===== src/rtl/dmem_pkg.sv =====
// dmem_pkg: shared encodings and helpers for the data-memory arbiter.
//   SZ_B/SZ_H/SZ_W      access size encodings (2'b11 is illegal)
//   ST_IDLE/ACCESS/RESP sequencer state encodings
//   MEM_BASE_DEF/LAST   default data-memory window
//   access_err()        range/size check done in 33 bits so an access that
//                       runs off the top of the address space cannot wrap
package dmem_pkg;

  localparam logic [1:0] SZ_B = 2'b00;
  localparam logic [1:0] SZ_H = 2'b01;
  localparam logic [1:0] SZ_W = 2'b10;

  localparam logic [1:0] ST_IDLE   = 2'd0;
  localparam logic [1:0] ST_ACCESS = 2'd1;
  localparam logic [1:0] ST_RESP   = 2'd2;

  localparam logic [31:0] MEM_BASE_DEF = 32'h0200_0000;
  localparam logic [31:0] MEM_LAST_DEF = 32'h0200_0FFF;

  function automatic logic access_err(input logic [31:0] addr, input logic [1:0] size,
                                      input logic [31:0] base, input logic [31:0] last);
    logic [2:0]  nbytes;
    logic [32:0] end_addr;
    case (size)
      SZ_B:    nbytes = 3'd1;
      SZ_H:    nbytes = 3'd2;
      default: nbytes = 3'd4;
    endcase
    end_addr = {1'b0, addr} + {30'b0, nbytes} - 33'd1;
    return (size == 2'b11) || (addr < base) || (end_addr > {1'b0, last});
  endfunction

endpackage


===== src/rtl/dmem_rr_pick.sv =====
// dmem_rr_pick: combinational 2-way round-robin chooser.
//   req[1:0]  requests from port 1/0
//   last      port served most recently (1 = port 1)
//   gnt[1:0]  one-hot winner, 0 when nothing requests
module dmem_rr_pick (
  input  logic [1:0] req,
  input  logic       last,
  output logic [1:0] gnt
);

  always_comb begin
    gnt = req;
    // On contention the port that was not served last wins.
    if (req == 2'b11) gnt = last ? 2'b01 : 2'b10;
  end

endmodule


===== src/rtl/dmem_arbiter.sv =====
// dmem_arbiter: two-port arbiter/sequencer in front of the single-port data
// memory. Port 0 = core LSU, port 1 = DMA/loader. Every access runs
// IDLE -> ACCESS -> RESP (3 cycles).
//   ip_clk, ip_rst          clock, async active-high reset
//   ip_req/we/addr/wdata/size/uns{0,1}  request command per port
//   op_gnt{0,1}             1-cycle pulse, command sampled (ACCESS cycle)
//   op_rvalid/err/rdata{0,1} completion (RESP cycle); rdata held per port
//   op_mem_*                registered memory command, store_en only in ACCESS
//   ip_mem_read_data        combinational read data from memory
// Build option: define DMEM_ALIGN_CHECK_EN to reject misaligned half/word
// accesses as errors; otherwise they pass through to memory unchanged.
module dmem_arbiter
  import dmem_pkg::*;
#(
  parameter logic [31:0] MEM_BASE = MEM_BASE_DEF,
  parameter logic [31:0] MEM_LAST = MEM_LAST_DEF
) (
  input  logic        ip_clk,
  input  logic        ip_rst,
  input  logic        ip_req0,
  input  logic        ip_req1,
  input  logic        ip_we0,
  input  logic        ip_we1,
  input  logic [31:0] ip_addr0,
  input  logic [31:0] ip_addr1,
  input  logic [31:0] ip_wdata0,
  input  logic [31:0] ip_wdata1,
  input  logic [1:0]  ip_size0,
  input  logic [1:0]  ip_size1,
  input  logic        ip_uns0,
  input  logic        ip_uns1,
  output logic        op_gnt0,
  output logic        op_gnt1,
  output logic        op_rvalid0,
  output logic        op_rvalid1,
  output logic [31:0] op_rdata0,
  output logic [31:0] op_rdata1,
  output logic        op_err0,
  output logic        op_err1,
  output logic [31:0] op_mem_addr,
  output logic [31:0] op_mem_store_data,
  output logic [1:0]  op_mem_bit_ctrl,
  output logic        op_mem_sign_ctrl,
  output logic        op_mem_store_en,
  input  logic [31:0] ip_mem_read_data
);

  logic [1:0]  state;
  logic        last_srv;
  logic [1:0]  pick;
  logic        cmd_port, cmd_we, cmd_err;

  logic        sel_we, sel_uns, sel_err, sel_mis;
  logic [31:0] sel_addr, sel_wdata;
  logic [1:0]  sel_size;

  dmem_rr_pick u_pick (
    .req  ({ip_req1, ip_req0}),
    .last (last_srv),
    .gnt  (pick)
  );

  assign sel_we    = pick[1] ? ip_we1    : ip_we0;
  assign sel_addr  = pick[1] ? ip_addr1  : ip_addr0;
  assign sel_wdata = pick[1] ? ip_wdata1 : ip_wdata0;
  assign sel_size  = pick[1] ? ip_size1  : ip_size0;
  assign sel_uns   = pick[1] ? ip_uns1   : ip_uns0;

`ifdef DMEM_ALIGN_CHECK_EN
  assign sel_mis = ((sel_size == SZ_H) && sel_addr[0]) ||
                   ((sel_size == SZ_W) && (sel_addr[1:0] != 2'b00));
`else
  assign sel_mis = 1'b0;
`endif

  assign sel_err = access_err(sel_addr, sel_size, MEM_BASE, MEM_LAST) || sel_mis;

  // The memory command lines are the latched command itself, so they hold
  // their last value between accesses; store_en is its own flop so the
  // level-sensitive memory write never sees a combinational glitch.
  always_ff @(posedge ip_clk or posedge ip_rst) begin
    if (ip_rst) begin
      state             <= ST_IDLE;
      last_srv          <= 1'b1;
      cmd_port          <= 1'b0;
      cmd_we            <= 1'b0;
      cmd_err           <= 1'b0;
      op_gnt0           <= 1'b0;
      op_gnt1           <= 1'b0;
      op_rvalid0        <= 1'b0;
      op_rvalid1        <= 1'b0;
      op_err0           <= 1'b0;
      op_err1           <= 1'b0;
      op_rdata0         <= '0;
      op_rdata1         <= '0;
      op_mem_addr       <= '0;
      op_mem_store_data <= '0;
      op_mem_bit_ctrl   <= '0;
      op_mem_sign_ctrl  <= 1'b0;
      op_mem_store_en   <= 1'b0;
    end else begin
      op_gnt0         <= 1'b0;
      op_gnt1         <= 1'b0;
      op_rvalid0      <= 1'b0;
      op_rvalid1      <= 1'b0;
      op_err0         <= 1'b0;
      op_err1         <= 1'b0;
      op_mem_store_en <= 1'b0;
      case (state)
        ST_IDLE: begin
          if (|pick) begin
            cmd_port          <= pick[1];
            cmd_we            <= sel_we;
            cmd_err           <= sel_err;
            op_mem_addr       <= sel_addr;
            op_mem_store_data <= sel_wdata;
            op_mem_bit_ctrl   <= sel_size;
            op_mem_sign_ctrl  <= sel_uns;
            op_mem_store_en   <= sel_we & ~sel_err;
            op_gnt0           <= pick[0];
            op_gnt1           <= pick[1];
            state             <= ST_ACCESS;
          end
        end
        ST_ACCESS: begin
          if (cmd_port) begin
            op_rdata1  <= (cmd_we || cmd_err) ? 32'h0 : ip_mem_read_data;
            op_rvalid1 <= 1'b1;
            op_err1    <= cmd_err;
          end else begin
            op_rdata0  <= (cmd_we || cmd_err) ? 32'h0 : ip_mem_read_data;
            op_rvalid0 <= 1'b1;
            op_err0    <= cmd_err;
          end
          state <= ST_RESP;
        end
        ST_RESP: begin
          last_srv <= cmd_port;
          state    <= ST_IDLE;
        end
        default: state <= ST_IDLE;
      endcase
    end
  end

endmodule


===== config.mk =====
export PLATFORM = sky130hd
export DESIGN_NAME = dmem_arbiter
export DESIGN_NICKNAME = d
export VERILOG_FILES = /design/src/rtl/dmem_pkg.sv /design/src/rtl/dmem_rr_pick.sv /design/src/rtl/dmem_arbiter.sv
export SDC_FILE = /design/constraint.sdc
export NUM_CORES = 1
export LEC_CHECK = 0
export BUFFER_PORTS_ARGS = -buffer_cell sky130_fd_sc_hd__buf_2
export CELL_PAD_IN_SITES_DETAIL_PLACEMENT = 0
export CELL_PAD_IN_SITES_GLOBAL_PLACEMENT = 1
export CORE_MARGIN = 2
export CORE_UTILIZATION = 35
export CTS_CLUSTER_DIAMETER = 60
export CTS_CLUSTER_SIZE = 20
export DETAILED_ROUTE_END_ITERATION = 8
export PLACE_DENSITY_LB_ADDON = 0.15
export SKIP_LAST_GASP = 1
export SLEW_MARGIN = 20
export SYNTH_ARGS = -nofsm -noshare
export SYNTH_HDL_FRONTEND = slang
export SYNTH_SLANG_ARGS = --single-unit

===== constraint.sdc =====
create_clock -name ip_clk -period 7.3 [get_ports ip_clk]
set_clock_uncertainty 0.05 [all_clocks]
set_input_delay 0.73 -clock ip_clk [delete_from_list [all_inputs] [get_ports ip_clk]]
set_output_delay 0.73 -clock ip_clk [all_outputs]
set_load 0.1 [all_outputs]

==> reports/metrics.csv, run 1 <==
stage,metric,value,unit
run_status,run status,completed,
power,switching pwr,2.84,mW
floorplanning,IO Pins,310,
logic_synthesis,Mapped Area,0.00795,mm^2
floorplanning,Core Region,0.0224,mm^2
worst_setup_path,cell mode on critical path,a21oi_1,
sta,Tcrit/Tclk final,0.685,
logic_synthesis,synth cell count leaders,"189 x nand2_1, 145 x o21ai_0, 143 x dfrtp_1",
worst_setup_path,Register-to-Register Path Depth,14,
logic_synthesis,Yosys top cell area share,0.450,
logic_synthesis,post-synthesis sequential area ratio,0.453,
logic_synthesis,Area contributors post-synth,"dfrtp_1 45%, o21ai_0 9.1%, nand2_1 8.9%",
sta,Rel. slew slack,0.346,
logic_synthesis,most numerous cell in the Yosys netlist,nand2_1,
global_routing,routing usage on met3,0.0384,
final_layout,share of layout cells above drive strength 1,0.313,
power,peak supply drop,0.199,mV
logic_synthesis,Mapped Cells,880,
global_routing,initial antenna violation count,3,
power,P_leak,5.35,nW
clock_network,Clock transition at path regs,0.07,ns
global_routing,Tot GR Track Use,0.202,
worst_setup_path,Crit Path Class,primary input to flip-flop,
worst_setup_path,r2r endpoint,cmd_err,
placement,HPWL Detailed,18400,um
logic_synthesis,warnings from Yosys,0,
logic_synthesis,number of enable flip-flop cells after synthesis,0,
clock_network,post_cts resized,0,
power,sw frac,0.574,
detailed_routing,DRC viols,0,
clock_network,worst-skew pair later-pin latency,0.42,ns
global_routing,GR peak layer,met2,
floorplanning,Rows,55,
worst_setup_path,max incr delay on CP,0.63,ns
global_routing,largest net degree at the start of global routing,103,
power,Power Internal,2.10,mW
logic_synthesis,Mapped Nets,1092,
worst_setup_path,crit path launch,ip_req1,
worst_setup_path,worst-path cell chain,buf_2 > a21boi_4 > buf_4 > mux2i_1 > ha_1 > inv_1 > fa_1 > a211oi_1 > o211ai_1 > a21oi_1 > a21oi_1 > a2111oi_2 > o2111ai_1 > o41a_1 > o31a_1,
detailed_routing,DRT antenna net count,0,
floorplanning,Die Y-Extent,155,um
final_layout,area delta synth->final,30.0,%
clock_network,maximum clock path buffer count,2,
clock_network,CTS sink count,144,
logic_synthesis,Post-synth top flop,dfrtp_1,
placement,dpl ws,1.81,ns
sta,TNS Setup,0,ns
worst_setup_path,Slowest cell on crit path,a21boi_4,
sta,RSZ-0062 raised after global routing,false,
clock_network,root buffer cell,clkbuf_16,
logic_synthesis,Seq cells post-synth,144,
sta,count of pins over their slew limit,0,
detailed_routing,wire per inst,16.5,um
placement,IO Port Bufs,309,
sta,final hold vios,0,
power,Flop pwr share,0.230,
power,clock share of power,0.191,
detailed_routing,DR vias,7123,
detailed_routing,DR vias/cell,4.89,
detailed_routing,Detailed Route WL,24100,um
sta,Slew @ Worst Pin,0.977,ns
detailed_routing,DR pass1 iterations,4,
logic_synthesis,ys async rst share,1.00,
clock_network,Setup Buffers After CTS,0,
detailed_routing,Iteration-0 DRC Markers,379,
clock_network,CTS Buf Count,17,
power,pwr dens,479,mW/mm^2
final_layout,fill cell count,2300,
logic_synthesis,synth unique cells,63,
global_routing,met2 Use GR,0.347,
logic_synthesis,leading area contributor after synthesis,dfrtp_1,
worst_setup_path,worst path bufs/invs,3,
final_layout,Final nets,1370,
worst_setup_path,critical path peak fanout,27,
sta,setup ws final,2.30,ns
worst_setup_path,"delay-heaviest family, CP",compound AO/OA/AOI/OAI gates,
floorplanning,Die Wd,155,um
worst_setup_path,worst reg2reg path startpoint,last_srv,
worst_setup_path,FF-to-FF setup slack,2.40,ns
placement,gpl congestion,0.891,
worst_setup_path,startpoint types,primary input,
power,total power,4.95,mW
worst_setup_path,CP required,7.56,ns
floorplanning,Starting Density,0.354,
clock_network,cts hold-fix bufs,0,
worst_hold_path,Hold WC Path Type,primary input to asynchronous set/reset pin,
logic_synthesis,Post-Syn Area per Cell,9.03,um^2
worst_setup_path,end of the critical path,cmd_err,
sta,hold_ws,0.361,ns
global_routing,global routing usage on met1,0.257,
worst_setup_path,Worst setup EP type,flip-flop,
worst_setup_path,CP arrival,5.25,ns
sta,min cycle time layout,5.00,ns
power,Logic pwr share,0.579,
global_routing,vias in the first global route,6986,
clock_network,CTS H-tree depth,4,
global_routing,first-pass GRT wire length,38200,um
clock_network,TritonCTS clock tree,yes,
sta,fmax,200,MHz
worst_setup_path,cell depth of the worst setup path,15,
flow_run,Max-cap violations,0,
global_routing,total gr overflow,0,
floorplanning,die area,0.0239,mm^2
sta,# setup viols final,0,
## sequential cells by signal, indices dropped and copies added, names as in the netlist, 2 cells and up
register and flops:
op_rdata0 32, op_mem_addr 32, op_rdata1 32, state 2, op_mem_bit_ctrl 2, op_mem_store_data 32
## worst min path at each step
stage / end / slack [ns] / cells after the start
3_3_place_gp: op_rdata0[20] / 0.41 / 2
4_1_cts: op_rdata0[20] / 0.39 / 2
3_5_place_dp: op_rdata0[20] / 0.41 / 2
2_1_floorplan: state[1] / 0.39 / 1
5_1_grt: op_rdata0[28] / 0.42 / 2
6_report: op_rdata0[28] / 0.36 / 2
## layout by cell type (no fill, tap or decap), drive strengths merged, types with 3 or more instances in the layout
master   count
a2111oi      3
a211oi       8
a21o         9
a21oi       31
a311oi       3
a31oi        3
and3         3
buf        313
bufinv       3
clkbuf      17
clkinv       3
dfrtp      143
ha          39
inv         58
mux2i       68
nand2      190
nand2b       8
nand3        9
nand4        6
nor2        22
nor2b        4
nor3         8
nor4         6
o2111ai      3
o211ai       8
o21a         3
o21ai      151
o21bai       3
o311ai       3
o31a         3
xnor2       12
xor2         3
## through the flow
stage               utilization  instances  cell area [um^2]
finish                    0.461       1457             10300
floorplan                     -        880              7950
global route              0.461       1457             10300
global placement          0.432       1424              9680
detailed placement        0.432       1424              9690
CTS                       0.460       1456             10300
## cell families (layout without fill, tap and decap cells)
family / Yosys count / after routing / share of synthesized area
multiplexers: 70 / 70 / 0.0885
AO/OA/AOI/OAI: 245 / 245 / 0.183
flip-flops: 144 / 144 / 0.453
buffers and inverters: 103 / 394 / 0.0535
AND/OR/NAND/NOR: 263 / 263 / 0.141
other: 0 / 1 / 0
adder cells (fa/ha/maj): 40 / 40 / 0.0639
XOR/XNOR: 15 / 15 / 0.0165
## power by group through the flow
stage / Combinational (mW) / Clock [mW] / Sequential (mW)
after floorplan: 0.845 / 0 / 2.66
after global placement: 2.88 / 0 / 1.14
after detailed placement: 2.88 / 0 / 1.15
after CTS: 2.89 / 0.973 / 1.14
after global routing: 3.04 / 1.01 / 1.17
final: 2.86 / 0.947 / 1.14
## final cells by class
class,instances,area [um^2],share of cell area
Tap cell,285,357,0.0345
Antenna cell,1,2.50,0.000242
Inverter,49,189,0.0183
Timing Repair Buffer,313,1580,0.153
Multi-Input combinational cell,633,3960,0.383
Clock inverter,15,218,0.0211
Clock buffer,17,425,0.0412
Sequential cell,144,3600,0.349
## per-layer routing
metal | up-vias | wire length, um | part of all wire
met2 | 191 | 11700 | 0.49
li1 | 3603 | - | -
met4 | 4 | 499 | 0.021
met5 | - | 36 | 0.0015
met1 | 3294 | 10700 | 0.44
met3 | 31 | 1160 | 0.048
No activity file was read; power rests on OpenSTA's default activity.
==> inputs of run 2 (changes only) <==
- CORE_UTILIZATION: 35 -> 32
- clock period: 7.3 -> 4.5 ns (I/O delays scaled with it)
==> run 2 against run 1 <==
Critical path depth did not move. Sequential cell count unchanged. Clock power rose by 49%. Via count rose by 1.8%. Utilization fell by 2.4 points. Register-to-register slack got worse by 2.0 ns. Global-route usage fell by 0.86 points. Cell count up 5.1%. Sequential power rose by 61%. Count of clock-buffer cells in the layout did not move. Critical path type is now flip-flop to flip-flop.
==> reports/metrics.csv, run 2 (synthesis results as in run 1) <==
stage,metric,value,unit,change
run_status,run status,completed,,unchanged
clock_network,Setup Buffers After CTS,0,,unchanged
worst_hold_path,Hold WC Path Type,primary input to asynchronous set/reset pin,,unchanged
sta,fmax,241,MHz,
global_routing,vias in the first global route,7206,,was 6986
detailed_routing,DRC viols,0,,unchanged
sta,Slew @ Worst Pin,0.872,ns,was 0.977 ns
floorplanning,Core Region,0.0243,mm^2,was 0.0224 mm^2
detailed_routing,DR pass1 iterations,4,,unchanged
worst_setup_path,CP required,4.76,ns,was 7.56 ns
clock_network,CTS sink count,144,,unchanged
placement,IO Port Bufs,309,,unchanged
sta,final hold vios,0,,unchanged
global_routing,first-pass GRT wire length,39700,um,was 38200 um
clock_network,CTS Buf Count,17,,unchanged
power,switching pwr,4.69,mW,was 2.84 mW
clock_network,Clock transition at path regs,0.08,ns,was 0.07 ns
power,pwr dens,757,mW/mm^2,was 479 mW/mm^2
power,clock share of power,0.176,,was 0.191
global_routing,largest net degree at the start of global routing,95,,was 103
placement,HPWL Detailed,19300,um,was 18400 um
detailed_routing,DRT antenna net count,0,,unchanged
floorplanning,die area,0.0261,mm^2,was 0.0239 mm^2
detailed_routing,Detailed Route WL,25000,um,was 24100 um
sta,TNS Setup,0,ns,unchanged
worst_setup_path,CP arrival,4.40,ns,was 5.25 ns
power,Flop pwr share,0.229,,was 0.230
worst_setup_path,Register-to-Register Path Depth,15,,was 14
worst_setup_path,worst reg2reg path startpoint,last_srv,,unchanged
sta,Rel. slew slack,0.418,,was 0.346
floorplanning,Die Wd,162,um,was 155 um
clock_network,TritonCTS clock tree,yes,,unchanged
sta,RSZ-0062 raised after global routing,false,,unchanged
worst_setup_path,FF-to-FF setup slack,0.36,ns,was 2.40 ns
worst_setup_path,Worst setup EP type,flip-flop,,unchanged
clock_network,CTS H-tree depth,4,,unchanged
floorplanning,Rows,57,,was 55
worst_setup_path,end of the critical path,cmd_err,,unchanged
floorplanning,Starting Density,0.327,,was 0.354
clock_network,root buffer cell,clkbuf_16,,unchanged
final_layout,Final nets,1406,,was 1370
worst_setup_path,crit path launch,last_srv,,was ip_req1
sta,# setup viols final,0,,unchanged
clock_network,maximum clock path buffer count,2,,unchanged
clock_network,post_cts resized,0,,unchanged
detailed_routing,DR vias,7251,,was 7123
global_routing,Tot GR Track Use,0.193,,was 0.202
power,peak supply drop,0.359,mV,was 0.199 mV
detailed_routing,wire per inst,16.3,um,was 16.5 um
power,P_leak,5.49,nW,was 5.35 nW
flow_run,Max-cap violations,0,,unchanged
final_layout,"commonest cells after routing, fill and taps aside","309 x buf_2, 188 x nand2_1, 145 x o21ai_0",,unchanged
power,Logic pwr share,0.595,,was 0.579
clock_network,cts hold-fix bufs,0,,unchanged
final_layout,"commonest non-fill, non-tap cell in the layout",buf_2,,unchanged
final_layout,share of layout cells above drive strength 1,0.334,,was 0.313
placement,gpl congestion,0.839,,was 0.891
final_layout,area delta synth->final,33.5,%,was 30.0%
final_layout,Reg area,0.00360,mm^2,unchanged
sta,count of pins over their slew limit,0,,unchanged
power,sw frac,0.584,,was 0.574
clock_network,worst-skew pair later-pin latency,0.42,ns,about the same
global_routing,initial antenna violation count,0,,was 3
floorplanning,Die Y-Extent,162,um,was 155 um
floorplanning,IO Pins,310,,unchanged
sta,Tcrit/Tclk final,0.921,,
final_layout,ANT cells,0,,was 1
power,Power Internal,3.34,mW,was 2.10 mW
sta,min cycle time layout,4.14,ns,
final_layout,area occupied by multi-input gates,0.00396,mm^2,about the same
global_routing,total gr overflow,0,,unchanged
power,total power,8.03,mW,was 4.95 mW
final_layout,fill cell count,2486,,was 2300
worst_setup_path,startpoint types,flip-flop,,was primary input
detailed_routing,Iteration-0 DRC Markers,393,,was 379
detailed_routing,DR vias/cell,4.74,,was 4.89
worst_setup_path,Crit Path Class,flip-flop to flip-flop,,was primary input to flip-flop
worst_setup_path,r2r endpoint,cmd_err,,unchanged
worst_setup_path,critical path peak fanout,5,,was 27
-- run 2: layout make-up --
| cell class | count | area share |
|---|---|---|
| multi-input combinational | 633 | 0.373 |
| sequential | 144 | 0.340 |
| timing repair buffer | 349 | 0.175 |
| clock buffer | 17 | 0.0401 |
| tap | 324 | 0.0382 |
| inverter | 49 | 0.0178 |
| clock inverter | 15 | 0.0158 |
-- run 2: metal layers --
layer | up-vias | share of wire | wire length [um] | track usage
met1 | 3358 | 0.44 | 11100 | 0.249
met5 | - | 0 | 0 | 0
met2 | 190 | 0.49 | 12300 | 0.333
li1 | 3681 | - | - | -
met4 | 0 | 0.015 | 376 | 0.0528
met3 | 22 | 0.050 | 1250 | 0.0349
-- run 2: per-stage QoR --
stage / setup slack [ns] / instance area, um^2 / instances / util / hold slack, ns
6_report: 0.357 / 10600 / 1531 / 0.436 / 0.150
5_1_grt: 0.0289 / 10600 / 1531 / 0.436 / 0.206
4_1_cts: 0.326 / 10600 / 1531 / 0.436 / 0.173
3_5_place_dp: 0.104 / 10000 / 1499 / 0.412 / 0.414
3_3_place_gp: 0.180 / 10000 / 1499 / 0.412 / 0.407
2_1_floorplan: 0.0151 / 7950 / 880 / - / 0.392
-- run 2: worst min-delay path by stage --
stage	from	endpoint	cells past startpoint
after floorplan	state[1]	state[1]	1
after global placement	op_rdata0[8]	op_rdata0[8]	2
after detailed placement	op_rdata1[11]	op_rdata1[11]	2
after CTS	ip_rst	op_rdata0[20]	2
after global routing	ip_rst	op_rdata0[20]	2
final	ip_rst	op_mem_addr[20]	2
-- run 2: power groups by stage --
stage	registers (mW)	clock network (mW)	logic, mW
floorplan	4.31	0	1.37
global placement	1.85	0	4.81
detailed placement	1.87	0	4.80
CTS	1.84	1.45	4.81
global route	1.89	1.52	5.07
finish	1.84	1.41	4.78
-- run 2: worst max-delay path, cell delays in order (launching register included) --
cell and delay [ns]:
dfstp_2 0.56, a21boi_4 0.09, buf_4 0.18, mux2i_1 0.14, ha_1 0.29, inv_1 0.04
ha_1 0.22, fa_1 0.36, a211oi_1 0.30, o211ai_1 0.12, a21oi_1 0.25, a21oi_1 0.15
a2111oi_2 0.38, o2111ai_1 0.16, o41a_1 0.46, o31a_1 0.29
==> inputs of run 3 (changes only) <==
- SYNTH_HIERARCHICAL: unset -> 1
==> run 3 against run 2 <==
Power is 1.0% higher. Sequential cell count unchanged. Global-route usage down 1.2 points. Worst setup slack better by 0.012 ns. First-iteration DRC count is 6.9% higher. Largest power group unchanged.
==> reports/metrics.csv, run 3 <==
stage,metric,value,unit,change
logic_synthesis,Yosys top cell area share,0.459,,was 0.450
worst_setup_path,Register-to-Register Path Depth,17,,was 15
placement,placed instance count,1473,,was 1499
clock_network,worst-skew pair later-pin latency,0.41,ns,was 0.42 ns
final_layout,Post-Layout Cell Count,1509,,was 1531
final_layout,area delta synth->final,33.3,%,was 33.5%
logic_synthesis,synth cell count leaders,"143 x dfrtp_1, 128 x nand2_1, 100 x a21oi_1",,"was 189 x nand2_1, 145 x o21ai_0, 143 x dfrtp_1"
placement,dpl ws,-0.00457,ns,was 0.104 ns
sta,setup ws final,0.369,ns,was 0.357 ns
global_routing,initial antenna violation count,2,,was 0
global_routing,largest net degree at the start of global routing,82,,was 95
final_layout,Final nets,1383,,was 1406
worst_setup_path,Slowest cell on crit path,dfstp_2,,unchanged
clock_network,Clock transition at path regs,0.07,ns,was 0.08 ns
detailed_routing,Iteration-0 DRC Markers,420,,was 393
detailed_routing,DR vias/cell,4.69,,was 4.74
logic_synthesis,most numerous cell in the Yosys netlist,dfrtp_1,,was nand2_1
sta,Slew @ Worst Pin,0.794,ns,was 0.872 ns
sta,Tcrit/Tclk final,0.918,,was 0.921
global_routing,first-pass GRT wire length,37100,um,was 39700 um
sta,final hold vios,0,,unchanged
worst_setup_path,crit path launch,last_srv,,unchanged
clock_network,TritonCTS clock tree,yes,,unchanged
sta,hold_ws,0.0758,ns,was 0.150 ns
worst_setup_path,"delay-heaviest family, CP",compound AO/OA/AOI/OAI gates,,unchanged
worst_setup_path,cell depth of the worst setup path,17,,was 15
logic_synthesis,Mapped Area,0.00780,mm^2,was 0.00795 mm^2
power,P_leak,5.22,nW,was 5.49 nW
worst_setup_path,cell mode on critical path,ha_1,,
detailed_routing,DR vias,7075,,was 7251
final_layout,Final Util,0.431,,was 0.436
detailed_routing,DRC viols,0,,unchanged
logic_synthesis,leading area contributor after synthesis,dfrtp_1,,unchanged
final_layout,share of layout cells above drive strength 1,0.325,,was 0.334
worst_setup_path,max incr delay on CP,0.39,ns,was 0.56 ns
logic_synthesis,synth unique cells,60,,was 63
worst_setup_path,CP arrival,4.39,ns,was 4.40 ns
logic_synthesis,Seq cells post-synth,144,,unchanged
worst_setup_path,worst reg2reg path startpoint,last_srv,,unchanged
worst_setup_path,critical path peak fanout,6,,was 5
flow_run,Max-cap violations,0,,unchanged
logic_synthesis,ys async rst share,1.00,,unchanged
floorplanning,Starting Density,0.323,,was 0.327
sta,RSZ-0062 raised after global routing,false,,unchanged
logic_synthesis,Area contributors post-synth,"dfrtp_1 46%, mux2i_1 8.6%, a21oi_1 6.4%",,"was dfrtp_1 45%, o21ai_0 9.1%, nand2_1 8.9%"
sta,fmax,242,MHz,was 241 MHz
worst_setup_path,worst path bufs/invs,1,,was 2
placement,HPWL Detailed,17700,um,was 19300 um
global_routing,Tot GR Track Use,0.181,,was 0.193
clock_network,CTS Buf Count,17,,unchanged
worst_setup_path,worst-path cell chain,a21boi_4 > mux2i_1 > nand2b_1 > ha_1 > inv_1 > ha_1 > fa_1 > a211oi_2 > o21ai_2 > a31oi_1 > o211a_1 > o31ai_4 > xnor2_1 > a2111o_1 > a2111oi_2 > nand4_1 > o21a_1,,was a21boi_4 > buf_4 > mux2i_1 > ha_1 > inv_1 > ha_1 > fa_1 > a211oi_1 > o211ai_1 > a21oi_1 > a21oi_1 > a2111oi_2 > o2111ai_1 > o41a_1 > o31a_1
worst_setup_path,CP required,4.76,ns,about the same
final_layout,"commonest cells after routing, fill and taps aside","309 x buf_2, 143 x dfrtp_1, 127 x nand2_1",,"was 309 x buf_2, 188 x nand2_1, 145 x o21ai_0"
clock_network,cts hold-fix bufs,0,,unchanged
floorplanning,Rows,57,,unchanged
logic_synthesis,Post-synth top flop,dfrtp_1,,unchanged
floorplanning,IO Pins,310,,unchanged
logic_synthesis,Mapped Nets,1079,,was 1092
floorplanning,Die Wd,160,um,was 162 um
global_routing,total gr overflow,0,,unchanged
final_layout,"commonest non-fill, non-tap cell in the layout",buf_2,,unchanged
clock_network,maximum clock path buffer count,2,,unchanged
logic_synthesis,Mapped Cells,867,,was 880
worst_setup_path,Worst setup EP type,flip-flop,,unchanged
clock_network,CTS sink count,144,,unchanged
run_status,run status,completed,,unchanged
detailed_routing,wire per inst,15.4,um,was 16.3 um
detailed_routing,Detailed Route WL,23200,um,was 25000 um
logic_synthesis,number of enable flip-flop cells after synthesis,0,,unchanged
clock_network,CTS H-tree depth,4,,unchanged
sta,min cycle time layout,4.13,ns,was 4.14 ns
power,pwr dens,781,mW/mm^2,was 757 mW/mm^2
detailed_routing,DR pass1 iterations,4,,unchanged
power,peak supply drop,0.338,mV,was 0.359 mV
floorplanning,die area,0.0256,mm^2,was 0.0261 mm^2
sta,count of pins over their slew limit,0,,unchanged
floorplanning,Core Region,0.0241,mm^2,was 0.0243 mm^2
logic_synthesis,post-synthesis sequential area ratio,0.462,,was 0.453
logic_synthesis,warnings from Yosys,6,,was 0
detailed_routing,DRT antenna net count,0,,unchanged
placement,IO Port Bufs,309,,unchanged
clock_network,root buffer cell,clkbuf_16,,unchanged
worst_setup_path,Crit Path Class,flip-flop to flip-flop,,unchanged
floorplanning,Die Y-Extent,160,um,was 162 um
worst_hold_path,Hold WC Path Type,primary input to asynchronous set/reset pin,,unchanged
global_routing,vias in the first global route,6967,,was 7206
sta,Rel. slew slack,0.471,,was 0.418
placement,gpl congestion,0.860,,was 0.839
sta,# setup viols final,0,,unchanged
final_layout,fill cell count,2495,,was 2486
worst_setup_path,startpoint types,flip-flop,,unchanged
logic_synthesis,Post-Syn Area per Cell,8.99,um^2,was 9.03 um^2
## run 3: changes by cell type in the layout (fill, tap and decap cells not counted), moves of 5 or more
cell / delta
nor2_1: +74
a21oi_1: +71
o21ai_0: -67
nand2_1: -61
buf_4: -14
inv_1: -6
xnor2_1: -5
xor2_1: +5
## run 3: worst reg2reg max path: stages (launching register included)
cell	delay, ns
dfstp_2	0.39
a21boi_4	0.27
mux2i_1	0.27
nand2b_1	0.09
ha_1	0.27
inv_1	0.04
ha_1	0.21
fa_1	0.38
a211oi_2	0.29
o21ai_2	0.10
a31oi_1	0.31
o211a_1	0.26
o31ai_4	0.08
xnor2_1	0.14
a2111o_1	0.30
a2111oi_2	0.28
nand4_1	0.17
o21a_1	0.13
## run 3: stage by stage
| step | instance area (um^2) | total power, mW | TNS, ns |
|---|---|---|---|
| final | 10400 | 8.12 | 0 |
| after global routing | 10400 | 8.55 | 0 |
| after CTS | 10400 | 8.19 | 0 |
| after detailed placement | 9750 | 6.70 | -0.00457 |
| after global placement | 9750 | 6.69 | 0 |
| after floorplan | 7800 | 5.77 | 0 |
## run 3: path summary, 6_finish.rpt
kind / to / slack, ns
setup / recovery: cmd_err / 0.37
hold / removal: op_mem_store_data[25] / 0.08
setup reg to reg: cmd_err / 0.37
hold reg to reg: op_rdata1[3] / 0.42
max in group asynchronous: op_mem_addr[23] / 3.31
min in group ip_clk: op_rdata0[14] / 0.23
## run 3: what timing repair did
action | in CTS | in global routing
setup endpoints to repair | 0 | 2
gates resized for setup | 0 | 2
setup buffers | 0 | 3
## run 3: logic make-up (layout without fill, tap and decap cells)
family / Yosys count / after routing / share of synthesized area
flip-flops: 144 / 144 / 0.462
adder cells (fa/ha/maj): 40 / 40 / 0.0652
buffers and inverters: 93 / 410 / 0.0462
multiplexers: 69 / 69 / 0.0889
other: 0 / 1 / 0
XOR/XNOR: 15 / 15 / 0.0169
AO/OA/AOI/OAI: 238 / 238 / 0.178
AND/OR/NAND/NOR: 268 / 268 / 0.142
## run 3: area by class of cell
cell class | instances | area (um^2) | share of cell area
Antenna cell | 1 | 2.50 | 0.000241
Clock buffer | 17 | 425 | 0.0409
Clock inverter | 15 | 173 | 0.0166
Inverter | 43 | 166 | 0.0160
Multi-Input combinational cell | 630 | 3870 | 0.373
Sequential cell | 144 | 3600 | 0.347
Tap cell | 324 | 405 | 0.0390
Timing Repair Buffer | 335 | 1750 | 0.168
## run 3: layer usage
| layer | wire (um) | share of wire | GRT usage |
|---|---|---|---|
| met5 | 0 | 0 | 0 |
| met4 | 320 | 0.014 | 0.0467 |
| met3 | 1130 | 0.049 | 0.0345 |
| met2 | 11600 | 0.50 | 0.318 |
| met1 | 10200 | 0.44 | 0.228 |
## run 3: where the power goes
| group | total, mW | leakage [nW] | internal [mW] | switching, mW |
|---|---|---|---|---|
| clock network | 1.46 | 0.295 | 0.837 | 0.623 |
| logic | 4.81 | 3.13 | 0.929 | 3.88 |
| registers | 1.85 | 1.79 | 1.67 | 0.179 |
| total | 8.12 | 5.22 | 3.44 | 4.68 |
